==> config.mk <==
export PLATFORM = sky130hd
export DESIGN_NAME = instruction_encoder_flat
export DESIGN_NICKNAME = d
export VERILOG_FILES = /design/src/rtl/instruction_encoder_if.sv /design/src/rtl/instruction_encoder.sv /design/src/flat_wrapper.sv
export SDC_FILE = /design/constraint.sdc
export NUM_CORES = 1
export LEC_CHECK = 0
export CAP_MARGIN = 25
export CORE_MARGIN = 4
export CORE_UTILIZATION = 50
export CTS_BUF_LIST = sky130_fd_sc_hd__clkbuf_8
export CTS_CLUSTER_SIZE = 12
export DETAILED_ROUTE_END_ITERATION = 7
export PLACE_DENSITY = 0.82
export SYNTH_ARGS = -nofsm -noshare
export SYNTH_HDL_FRONTEND = slang
export SYNTH_SLANG_ARGS = --single-unit
==> constraint.sdc <==
create_clock -name clk -period 1.85 [get_ports clk]
set_clock_uncertainty 0.05 [all_clocks]
set_input_delay 0.37 -clock clk [delete_from_list [all_inputs] [get_ports clk]]
set_output_delay 0.37 -clock clk [all_outputs]
set_load 0.01 [all_outputs]
==> src/rtl/instruction_encoder_if.sv <==
// Field-set input channel and encoded-word output channel of the RV32I instruction encoder.
// The master drives instruction fields and consumes encoded words; the slave is the encoder.
interface instruction_encoder_if;
    logic        in_valid;
    logic        in_ready;
    logic [6:0]  opcode;
    logic [2:0]  funct3;
    logic [4:0]  rd;
    logic [4:0]  rs1;
    logic [4:0]  rs2;
    logic        alt;
    logic [31:0] immediate;
    logic        out_valid;
    logic        out_ready;
    logic [31:0] instruction;
    logic        out_error;

    modport master (
        output in_valid, opcode, funct3, rd, rs1, rs2, alt, immediate, out_ready,
        input  in_ready, out_valid, instruction, out_error
    );

    modport slave (
        input  in_valid, opcode, funct3, rd, rs1, rs2, alt, immediate, out_ready,
        output in_ready, out_valid, instruction, out_error
    );
endinterface

==> src/rtl/instruction_encoder.sv <==
// Packs decoded RV32I fields into 32-bit instruction words with range checking,
// buffered through a 2-entry output FIFO with handshake counting and a sticky error flag.
module instruction_encoder (
    input  logic                  clk,
    input  logic                  rst_n,
    instruction_encoder_if.slave  bus,
    output logic [15:0]           encoded_count,
    output logic                  sticky_error,
    input  logic                  clear_err
);
    localparam logic [6:0]  LOAD_OP   = 7'b0000011;
    localparam logic [6:0]  STORE_OP  = 7'b0100011;
    localparam logic [6:0]  BRANCH_OP = 7'b1100011;
    localparam logic [6:0]  IMM_OP    = 7'b0010011;
    localparam logic [6:0]  REG_OP    = 7'b0110011;
    localparam logic [31:0] NOP_WORD  = 32'h0000_0013;

    // True when v is the sign extension of its low 12 bits.
    function automatic logic fits_s12(input logic [31:0] v);
        return (&v[31:11]) | ~(|v[31:11]);
    endfunction

    // True when v is the sign extension of its low 13 bits.
    function automatic logic fits_s13(input logic [31:0] v);
        return (&v[31:12]) | ~(|v[31:12]);
    endfunction

    logic [31:0] enc_word_s;
    logic        enc_err_s;
    logic        push_s;
    logic        pop_s;
    logic        in_ready_s;
    logic        out_valid_s;

    logic [31:0] mem_word_r [0:1];
    logic        mem_err_r  [0:1];
    logic        wr_ptr_r;
    logic        rd_ptr_r;
    logic [1:0]  count_r;
    logic        ready_en_r;
    logic [15:0] hs_count_r;
    logic        sticky_r;

    // Format selection and immediate range checking for the presented field set.
    always_comb begin
        enc_word_s = NOP_WORD;
        enc_err_s  = 1'b1;
        case (bus.opcode)
            REG_OP: begin
                enc_word_s = {1'b0, bus.alt, 5'b00000, bus.rs2, bus.rs1, bus.funct3, bus.rd, bus.opcode};
                enc_err_s  = 1'b0;
            end
            IMM_OP: begin
                if (bus.funct3 == 3'b101) begin
                    enc_word_s = {1'b0, bus.alt, 5'b00000, bus.immediate[4:0], bus.rs1, bus.funct3,
                                  bus.rd, bus.opcode};
                    enc_err_s  = |bus.immediate[31:5];
                end else begin
                    enc_word_s = {bus.immediate[11:0], bus.rs1, bus.funct3, bus.rd, bus.opcode};
                    enc_err_s  = ~fits_s12(bus.immediate);
                end
            end
            LOAD_OP: begin
                enc_word_s = {bus.immediate[11:0], bus.rs1, bus.funct3, bus.rd, bus.opcode};
                enc_err_s  = ~fits_s12(bus.immediate);
            end
            STORE_OP: begin
                enc_word_s = {bus.immediate[11:5], bus.rs2, bus.rs1, bus.funct3, bus.immediate[4:0],
                              bus.opcode};
                enc_err_s  = ~fits_s12(bus.immediate);
            end
            BRANCH_OP: begin
                enc_word_s = {bus.immediate[12], bus.immediate[10:5], bus.rs2, bus.rs1, bus.funct3,
                              bus.immediate[4:1], bus.immediate[11], bus.opcode};
                enc_err_s  = bus.immediate[0] | ~fits_s13(bus.immediate);
            end
            default: begin
                enc_word_s = NOP_WORD;
                enc_err_s  = 1'b1;
            end
        endcase
    end

    // A full FIFO can still accept when its head leaves in the same cycle.
    assign out_valid_s = (count_r != 2'd0);
    assign in_ready_s  = ready_en_r & ((count_r != 2'd2) | bus.out_ready);
    assign push_s      = bus.in_valid & in_ready_s;
    assign pop_s       = out_valid_s & bus.out_ready;

    assign bus.in_ready    = in_ready_s;
    assign bus.out_valid   = out_valid_s;
    assign bus.instruction = mem_word_r[rd_ptr_r];
    assign bus.out_error   = mem_err_r[rd_ptr_r];
    assign encoded_count   = hs_count_r;
    assign sticky_error    = sticky_r;

    // Input acceptance is held off until the first edge after reset release.
    always_ff @(posedge clk or negedge rst_n) begin
        if (!rst_n) begin
            ready_en_r <= 1'b0;
        end else begin
            ready_en_r <= 1'b1;
        end
    end

    // FIFO storage and pointers; a push into a full FIFO reuses the slot being popped.
    always_ff @(posedge clk or negedge rst_n) begin
        if (!rst_n) begin
            for (int i = 0; i < 2; i++) begin
                mem_word_r[i] <= 32'h0000_0000;
                mem_err_r[i]  <= 1'b0;
            end
            wr_ptr_r <= 1'b0;
            rd_ptr_r <= 1'b0;
            count_r  <= 2'd0;
        end else begin
            if (push_s) begin
                mem_word_r[wr_ptr_r] <= enc_word_s;
                mem_err_r[wr_ptr_r]  <= enc_err_s;
                wr_ptr_r             <= ~wr_ptr_r;
            end else begin
                wr_ptr_r <= wr_ptr_r;
            end
            if (pop_s) begin
                rd_ptr_r <= ~rd_ptr_r;
            end else begin
                rd_ptr_r <= rd_ptr_r;
            end
            case ({push_s, pop_s})
                2'b10:   count_r <= count_r + 2'd1;
                2'b01:   count_r <= count_r - 2'd1;
                default: count_r <= count_r;
            endcase
        end
    end

    // Handshake counter (wraps naturally) and sticky error, where a new error beats a clear.
    always_ff @(posedge clk or negedge rst_n) begin
        if (!rst_n) begin
            hs_count_r <= 16'h0000;
            sticky_r   <= 1'b0;
        end else begin
            if (pop_s) begin
                hs_count_r <= hs_count_r + 16'd1;
            end else begin
                hs_count_r <= hs_count_r;
            end
            if (pop_s && mem_err_r[rd_ptr_r]) begin
                sticky_r <= 1'b1;
            end else if (clear_err) begin
                sticky_r <= 1'b0;
            end else begin
                sticky_r <= sticky_r;
            end
        end
    end
endmodule

==> src/flat_wrapper.sv <==
// flat-port wrapper written by rule: the top's interface ports become plain ports
module instruction_encoder_flat 
  (clk, rst_n, encoded_count, sticky_error, clear_err, bus_in_valid, bus_opcode, bus_funct3, bus_rd, bus_rs1, bus_rs2, bus_alt, bus_immediate, bus_out_ready, bus_in_ready, bus_out_valid, bus_instruction, bus_out_error);
  instruction_encoder_if bus_i ();
  input  logic clk;
  input  logic rst_n;
  output logic [15:0] encoded_count;
  output logic sticky_error;
  input  logic clear_err;
  input wire logic [$bits(bus_i.in_valid)-1:0] bus_in_valid;
  input wire logic [$bits(bus_i.opcode)-1:0] bus_opcode;
  input wire logic [$bits(bus_i.funct3)-1:0] bus_funct3;
  input wire logic [$bits(bus_i.rd)-1:0] bus_rd;
  input wire logic [$bits(bus_i.rs1)-1:0] bus_rs1;
  input wire logic [$bits(bus_i.rs2)-1:0] bus_rs2;
  input wire logic [$bits(bus_i.alt)-1:0] bus_alt;
  input wire logic [$bits(bus_i.immediate)-1:0] bus_immediate;
  input wire logic [$bits(bus_i.out_ready)-1:0] bus_out_ready;
  output wire logic [$bits(bus_i.in_ready)-1:0] bus_in_ready;
  output wire logic [$bits(bus_i.out_valid)-1:0] bus_out_valid;
  output wire logic [$bits(bus_i.instruction)-1:0] bus_instruction;
  output wire logic [$bits(bus_i.out_error)-1:0] bus_out_error;
  assign bus_i.in_valid = bus_in_valid;
  assign bus_i.opcode = bus_opcode;
  assign bus_i.funct3 = bus_funct3;
  assign bus_i.rd = bus_rd;
  assign bus_i.rs1 = bus_rs1;
  assign bus_i.rs2 = bus_rs2;
  assign bus_i.alt = bus_alt;
  assign bus_i.immediate = bus_immediate;
  assign bus_i.out_ready = bus_out_ready;
  assign bus_in_ready = bus_i.in_ready;
  assign bus_out_valid = bus_i.out_valid;
  assign bus_instruction = bus_i.instruction;
  assign bus_out_error = bus_i.out_error;
  instruction_encoder u_core (.clk(clk), .rst_n(rst_n), .bus(bus_i), .encoded_count(encoded_count), .sticky_error(sticky_error), .clear_err(clear_err));
endmodule
==> flow_summary.html, run 1 <==
<table>
<tr><th>Metric</th><th>Value</th></tr>
<tr><th colspan="2">Timing</th></tr>
<tr><td>Setup violations, final</td><td>26</td></tr>
<tr><td>Minimum setup slack in the final design</td><td>-85.16 ps</td></tr>
<tr><td>Post-route clock period utilization</td><td>1.046</td></tr>
<tr><td>Final hold vios</td><td>0</td></tr>
<tr><td>Setup repair after global routing missed its margin</td><td>yes</td></tr>
<tr><td>Upper clock frequency limit</td><td>0.5168 GHz</td></tr>
<tr><td>Post-layout min period</td><td>1935 ps</td></tr>
<tr><td>Total count of max-transition violations in the final report</td><td>0</td></tr>
<tr><th colspan="2">Synth</th></tr>
<tr><td>Combined area of all synthesized cells</td><td>0.004168 sq mm</td></tr>
<tr><td>Synth async-reset ratio</td><td>1.000</td></tr>
<tr><td>Number of warnings printed during yosys synthesis</td><td>0</td></tr>
<tr><td>Synth unique cells</td><td>48</td></tr>
<tr><td>FF+latch count, synth</td><td>88</td></tr>
<tr><td>Most frequently used flop master after synthesis</td><td>sky130_fd_sc_hd__dfrtp_1</td></tr>
<tr><td>Number of enable-type register cells in the synthesized netlist</td><td>0</td></tr>
<tr><td>Mean area per synthesized cell</td><td>roughly 10 sq um</td></tr>
<tr><td>Sequential share of the synthesized area</td><td>0.5284</td></tr>
<tr><td>Gate Count Post-Synth</td><td>400</td></tr>
<tr><td>Nets in the synthesized netlist</td><td>between 400 and 500</td></tr>
<tr><th colspan="2">Placement</th></tr>
<tr><td>Final estimated routing congestion in global placement</td><td>0.8836</td></tr>
<tr><td>Worst slack after detailed placement</td><td>-377.0 ps</td></tr>
<tr><td>Number of placed cells counting well taps</td><td>637</td></tr>
<tr><td>Count of input and output buffers</td><td>114</td></tr>
<tr><td>HPWL Detailed</td><td>approximately 7700 um</td></tr>
<tr><th colspan="2">Clock network</th></tr>
<tr><td>Clock latency at the later pin of the worst-skew pair</td><td>~340 ps</td></tr>
<tr><td>Clock-pin transition on the worst setup and hold timing paths</td><td>roughly 90 ps</td></tr>
<tr><td>Number of CTS-inserted buffers</td><td>9</td></tr>
<tr><td>Maximum buffer depth of the clock tree</td><td>2</td></tr>
<tr><td>Clock Tree Root</td><td>sky130_fd_sc_hd__clkbuf_8</td></tr>
<tr><td>CTS tree</td><td>built</td></tr>
<tr><td>H-tree Lvls</td><td>3</td></tr>
<tr><td>Number of clock sinks seen by CTS</td><td>slightly below 90</td></tr>
<tr><th colspan="2">Power and ir drop</th></tr>
<tr><td>Power per cell area</td><td>approximately 930 mW/mm^2</td></tr>
<tr><td>VDD IR-drop max</td><td>0.4814 mV</td></tr>
<tr><td>Leakage power total</td><td>roughly 0.0028 uW</td></tr>
<tr><td>Overall power after layout</td><td>between 5000 and 6000 uW</td></tr>
<tr><th colspan="2">Routing</th></tr>
<tr><td>Avg Vias per Cell</td><td>around 5.4</td></tr>
<tr><td>Count of nets left with antenna violations after detail routing</td><td>0</td></tr>
<tr><td>Post-detailed-route wirelength per cell</td><td>between 15 and 20 um</td></tr>
<tr><td>Wire length reported by the detailed router</td><td>11010 um</td></tr>
<tr><td>Drt initial violations</td><td>roughly 210</td></tr>
<tr><td>First-pass iteration count of the detailed router</td><td>5</td></tr>
<tr><td>Via count</td><td>3617</td></tr>
<tr><td>DRC viols</td><td>0</td></tr>
<tr><th colspan="2">GRT</th></tr>
<tr><td>Remaining Overflow, GRT</td><td>0</td></tr>
<tr><td>Number of global-route vias before repair</td><td>3671</td></tr>
<tr><td>Pin count of the biggest net entering global routing</td><td>56</td></tr>
<tr><td>Antenna violations before repair</td><td>0</td></tr>
<tr><td>First-pass GRT wire length</td><td>roughly 18000 um</td></tr>
<tr><td>GRT Overall Usage</td><td>0.2244</td></tr>
<tr><th colspan="2">Floorplan</th></tr>
<tr><td># IOs</td><td>around 120</td></tr>
<tr><td>Floorplan core area</td><td>0.008175 sq mm</td></tr>
<tr><td>Placement Rows</td><td>33</td></tr>
<tr><td>Initial core utilization</td><td>0.5098</td></tr>
<tr><td>Die Y</td><td>just under 100 um</td></tr>
<tr><td>Die Wd</td><td>between 90 and 100 um</td></tr>
<tr><td>Total Die Area</td><td>0.009860 sq mm</td></tr>
<tr><th colspan="2">Hold path</th></tr>
<tr><td>Hold Crit Class</td><td>reg -&gt; reg</td></tr>
<tr><th colspan="2">Outcome</th></tr>
<tr><td>Result of the run</td><td>finished with violations</td></tr>
<tr><td>Violations in the final reports</td><td>negative setup slack</td></tr>
<tr><th colspan="2">Job</th></tr>
<tr><td>Number of maximum-capacitance constraint violations</td><td>0</td></tr>
<tr><th colspan="2">Setup path</th></tr>
<tr><td>Kind of start point of the critical path</td><td>register</td></tr>
<tr><td>Category of the most critical setup path</td><td>reg -&gt; out</td></tr>
<tr><td>Critical path peak fanout</td><td>8</td></tr>
<tr><td>CP Data Required Time</td><td>about 1400 ps</td></tr>
<tr><td>CP Data Arrival Time</td><td>between 1500 and 2000 ps</td></tr>
<tr><td>Type of destination of the critical path</td><td>output port</td></tr>
<tr><th colspan="2">Layout</th></tr>
<tr><td>Final standard cell count with taps included and fillers excluded</td><td>roughly 660</td></tr>
<tr><td>Count of antenna diodes in the layout</td><td>0</td></tr>
<tr><td>Share of the core filled with cells in the final layout</td><td>0.7505</td></tr>
<tr><td>Nets@finish</td><td>619</td></tr>
<tr><td>Fraction of final layout cells sized beyond drive strength 1</td><td>0.2898</td></tr>
<tr><td>Area added between synthesis and finish</td><td>47.22%</td></tr>
</table>
==> layer usage <==
| layer | part of all wire | track usage | vias up | wire length (um) |
|---|---|---|---|---|
| li1 | - | - | 1706 | - |
| met1 | 0.40 | 0.2847 | 1772 | 4442 |
| met2 | 0.52 | 0.3765 | 127 | 5757 |
| met3 | 0.058 | 0.05750 | 12 | 637 |
| met4 | 0.015 | 0.07353 | 0 | 170 |
| met5 | 0 | 0 | - | 0 |
==> path summary, 6_finish.rpt <==
kind	startpoint	endpoint	slack, ps	depth (start not counted)
worst max-delay path	u_core.rd_ptr_r	bus_instruction[4]	-90	4
max in group asynchronous	rst_n	u_core.rd_ptr_r	960	3
worst min-delay path	u_core.mem_word_r[32]	u_core.mem_word_r[32]	420	1
worst max register to register	u_core.count_r[1]	u_core.mem_word_r[9]	70	6
worst min register to register	u_core.mem_word_r[32]	u_core.mem_word_r[32]	420	1
min in group asynchronous	rst_n	u_core.encoded_count[12]	480	3
==> power by group <==
group / internal (uW) / switching, uW
Combinational: 1170 / 898
Sequential: 2150 / 189
Clock: 625 / 684
==> critical path: stages, from the launching register on <==
cell and delay (ps):
sky130_fd_sc_hd__dfrtp_2 400, sky130_fd_sc_hd__buf_12 140, sky130_fd_sc_hd__buf_12 140, sky130_fd_sc_hd__mux2_2 350, sky130_fd_sc_hd__buf_2 140
==> repair_timing <==
action | CTS | global route
cloned | 3 | 2
resized for setup | 177 | 14
pin swaps | 2 | 1
endpoints found under the setup margin | 37 | 64
hold buffers | 1 | 0
setup buffers | 5 | 1
hold endpoints to repair | 88 | 0
==> flip-flops by register name, indices dropped and copies added, names as in the netlist <==
signal,cells
u_core.wr_ptr_r,1
u_core.count_r,2
u_core.mem_word_r,64
u_core.rd_ptr_r,1
u_core.encoded_count,16
u_core.sticky_error,1
u_core.ready_en_r,1
u_core.mem_err_r,2
==> area by class of cell <==
type,instances,area (sq um)
clock buffers,9,123.9
clock inverters,7,71.32
fillers,572,2039
inverters,7,26.28
multi-input cells,286,1904
flip-flops and latches,88,2205
well taps,105,131.4
repair buffers,162,1674
==> through the flow <==
stage	TNS (ps)	hold slack, ps	instance area, sq um
finish	-1288	422.3	6136
global placement	-10430	294.5	5699
floorplan	0	24.41	4168
global route	-3012	449.6	6136
detailed placement	-13450	300.6	5699
CTS	-1924	425.0	6080
==> synthesized netlist by cell type (2+ instances only) <==
master / n / area [sq um]
sky130_fd_sc_hd__nor2_1: 15 / 56.30
sky130_fd_sc_hd__inv_1: 7 / 26.28
sky130_fd_sc_hd__nor3_1: 4 / 20.02
sky130_fd_sc_hd__xor2_1: 3 / 26.28
sky130_fd_sc_hd__a21oi_1: 8 / 40.04
sky130_fd_sc_hd__and3_1: 9 / 56.30
sky130_fd_sc_hd__and2_1: 4 / 25.02
sky130_fd_sc_hd__nor4_1: 4 / 25.02
sky130_fd_sc_hd__nand4_1: 8 / 50.05
sky130_fd_sc_hd__clkbuf_2: 3 / 15.01
sky130_fd_sc_hd__or4_1: 2 / 15.01
sky130_fd_sc_hd__a31oi_1: 2 / 12.51
sky130_fd_sc_hd__o31ai_1: 2 / 15.01
sky130_fd_sc_hd__o21ai_0: 44 / 220.2
sky130_fd_sc_hd__buf_2: 8 / 40.04
sky130_fd_sc_hd__xnor2_1: 16 / 140.1
sky130_fd_sc_hd__buf_4: 4 / 30.03
sky130_fd_sc_hd__ha_1: 2 / 25.02
sky130_fd_sc_hd__buf_1: 2 / 7.510
sky130_fd_sc_hd__clkbuf_1: 3 / 11.26
sky130_fd_sc_hd__nand3_1: 9 / 45.04
sky130_fd_sc_hd__dfrtp_1: 88 / 2202
sky130_fd_sc_hd__o21ai_1: 2 / 10.01
sky130_fd_sc_hd__mux2_2: 46 / 518.0
sky130_fd_sc_hd__a22oi_1: 5 / 37.54
sky130_fd_sc_hd__nand2_1: 74 / 277.8
sky130_fd_sc_hd__nand2b_1: 5 / 31.28
==> cell families after synthesis <==
kind of cell               share of synthesized area
AOI/OAI and AO/OA                            0.09847
xor gates and xnor gates                     0.03993
adders and majority gates                   0.006003
buffers and inverters                        0.03122
DFF                                           0.5284
muxes                                         0.1267
other                                      0.0008998
and+or+nand+nor                               0.1684
==> layout by cell type (no fill, tap or decap), types with 4 or more instances in the layout <==
cell type / count
sky130_fd_sc_hd__a21oi_1: 7
sky130_fd_sc_hd__a22oi_1: 4
sky130_fd_sc_hd__and2_1: 4
sky130_fd_sc_hd__and3_1: 9
sky130_fd_sc_hd__buf_12: 7
sky130_fd_sc_hd__buf_4: 37
sky130_fd_sc_hd__buf_6: 33
sky130_fd_sc_hd__clkbuf_8: 9
sky130_fd_sc_hd__clkdlybuf4s50_1: 77
sky130_fd_sc_hd__dfrtp_1: 86
sky130_fd_sc_hd__inv_1: 8
sky130_fd_sc_hd__mux2_2: 41
sky130_fd_sc_hd__mux2_4: 5
sky130_fd_sc_hd__nand2_1: 74
sky130_fd_sc_hd__nand2b_1: 5
sky130_fd_sc_hd__nand3_1: 8
sky130_fd_sc_hd__nand4_1: 8
sky130_fd_sc_hd__nor2_1: 15
sky130_fd_sc_hd__nor3_1: 4
sky130_fd_sc_hd__o21ai_0: 44
sky130_fd_sc_hd__xnor2_1: 16
Power figures use the tool's default switching activity.
==> run 2, diff against run 1 <==
--- a/config.mk
+++ b/config.mk
@@ -5,7 +5,7 @@
 export SDC_FILE = /design/constraint.sdc
 export NUM_CORES = 1
 export LEC_CHECK = 0
-export CAP_MARGIN = 25
+export CAP_MARGIN = 20
 export CORE_MARGIN = 4
 export CORE_UTILIZATION = 50
 export CTS_BUF_LIST = sky130_fd_sc_hd__clkbuf_8
==> results of run 2 <==
The final DEF is identical to that of run 1; final timing and power are the same.
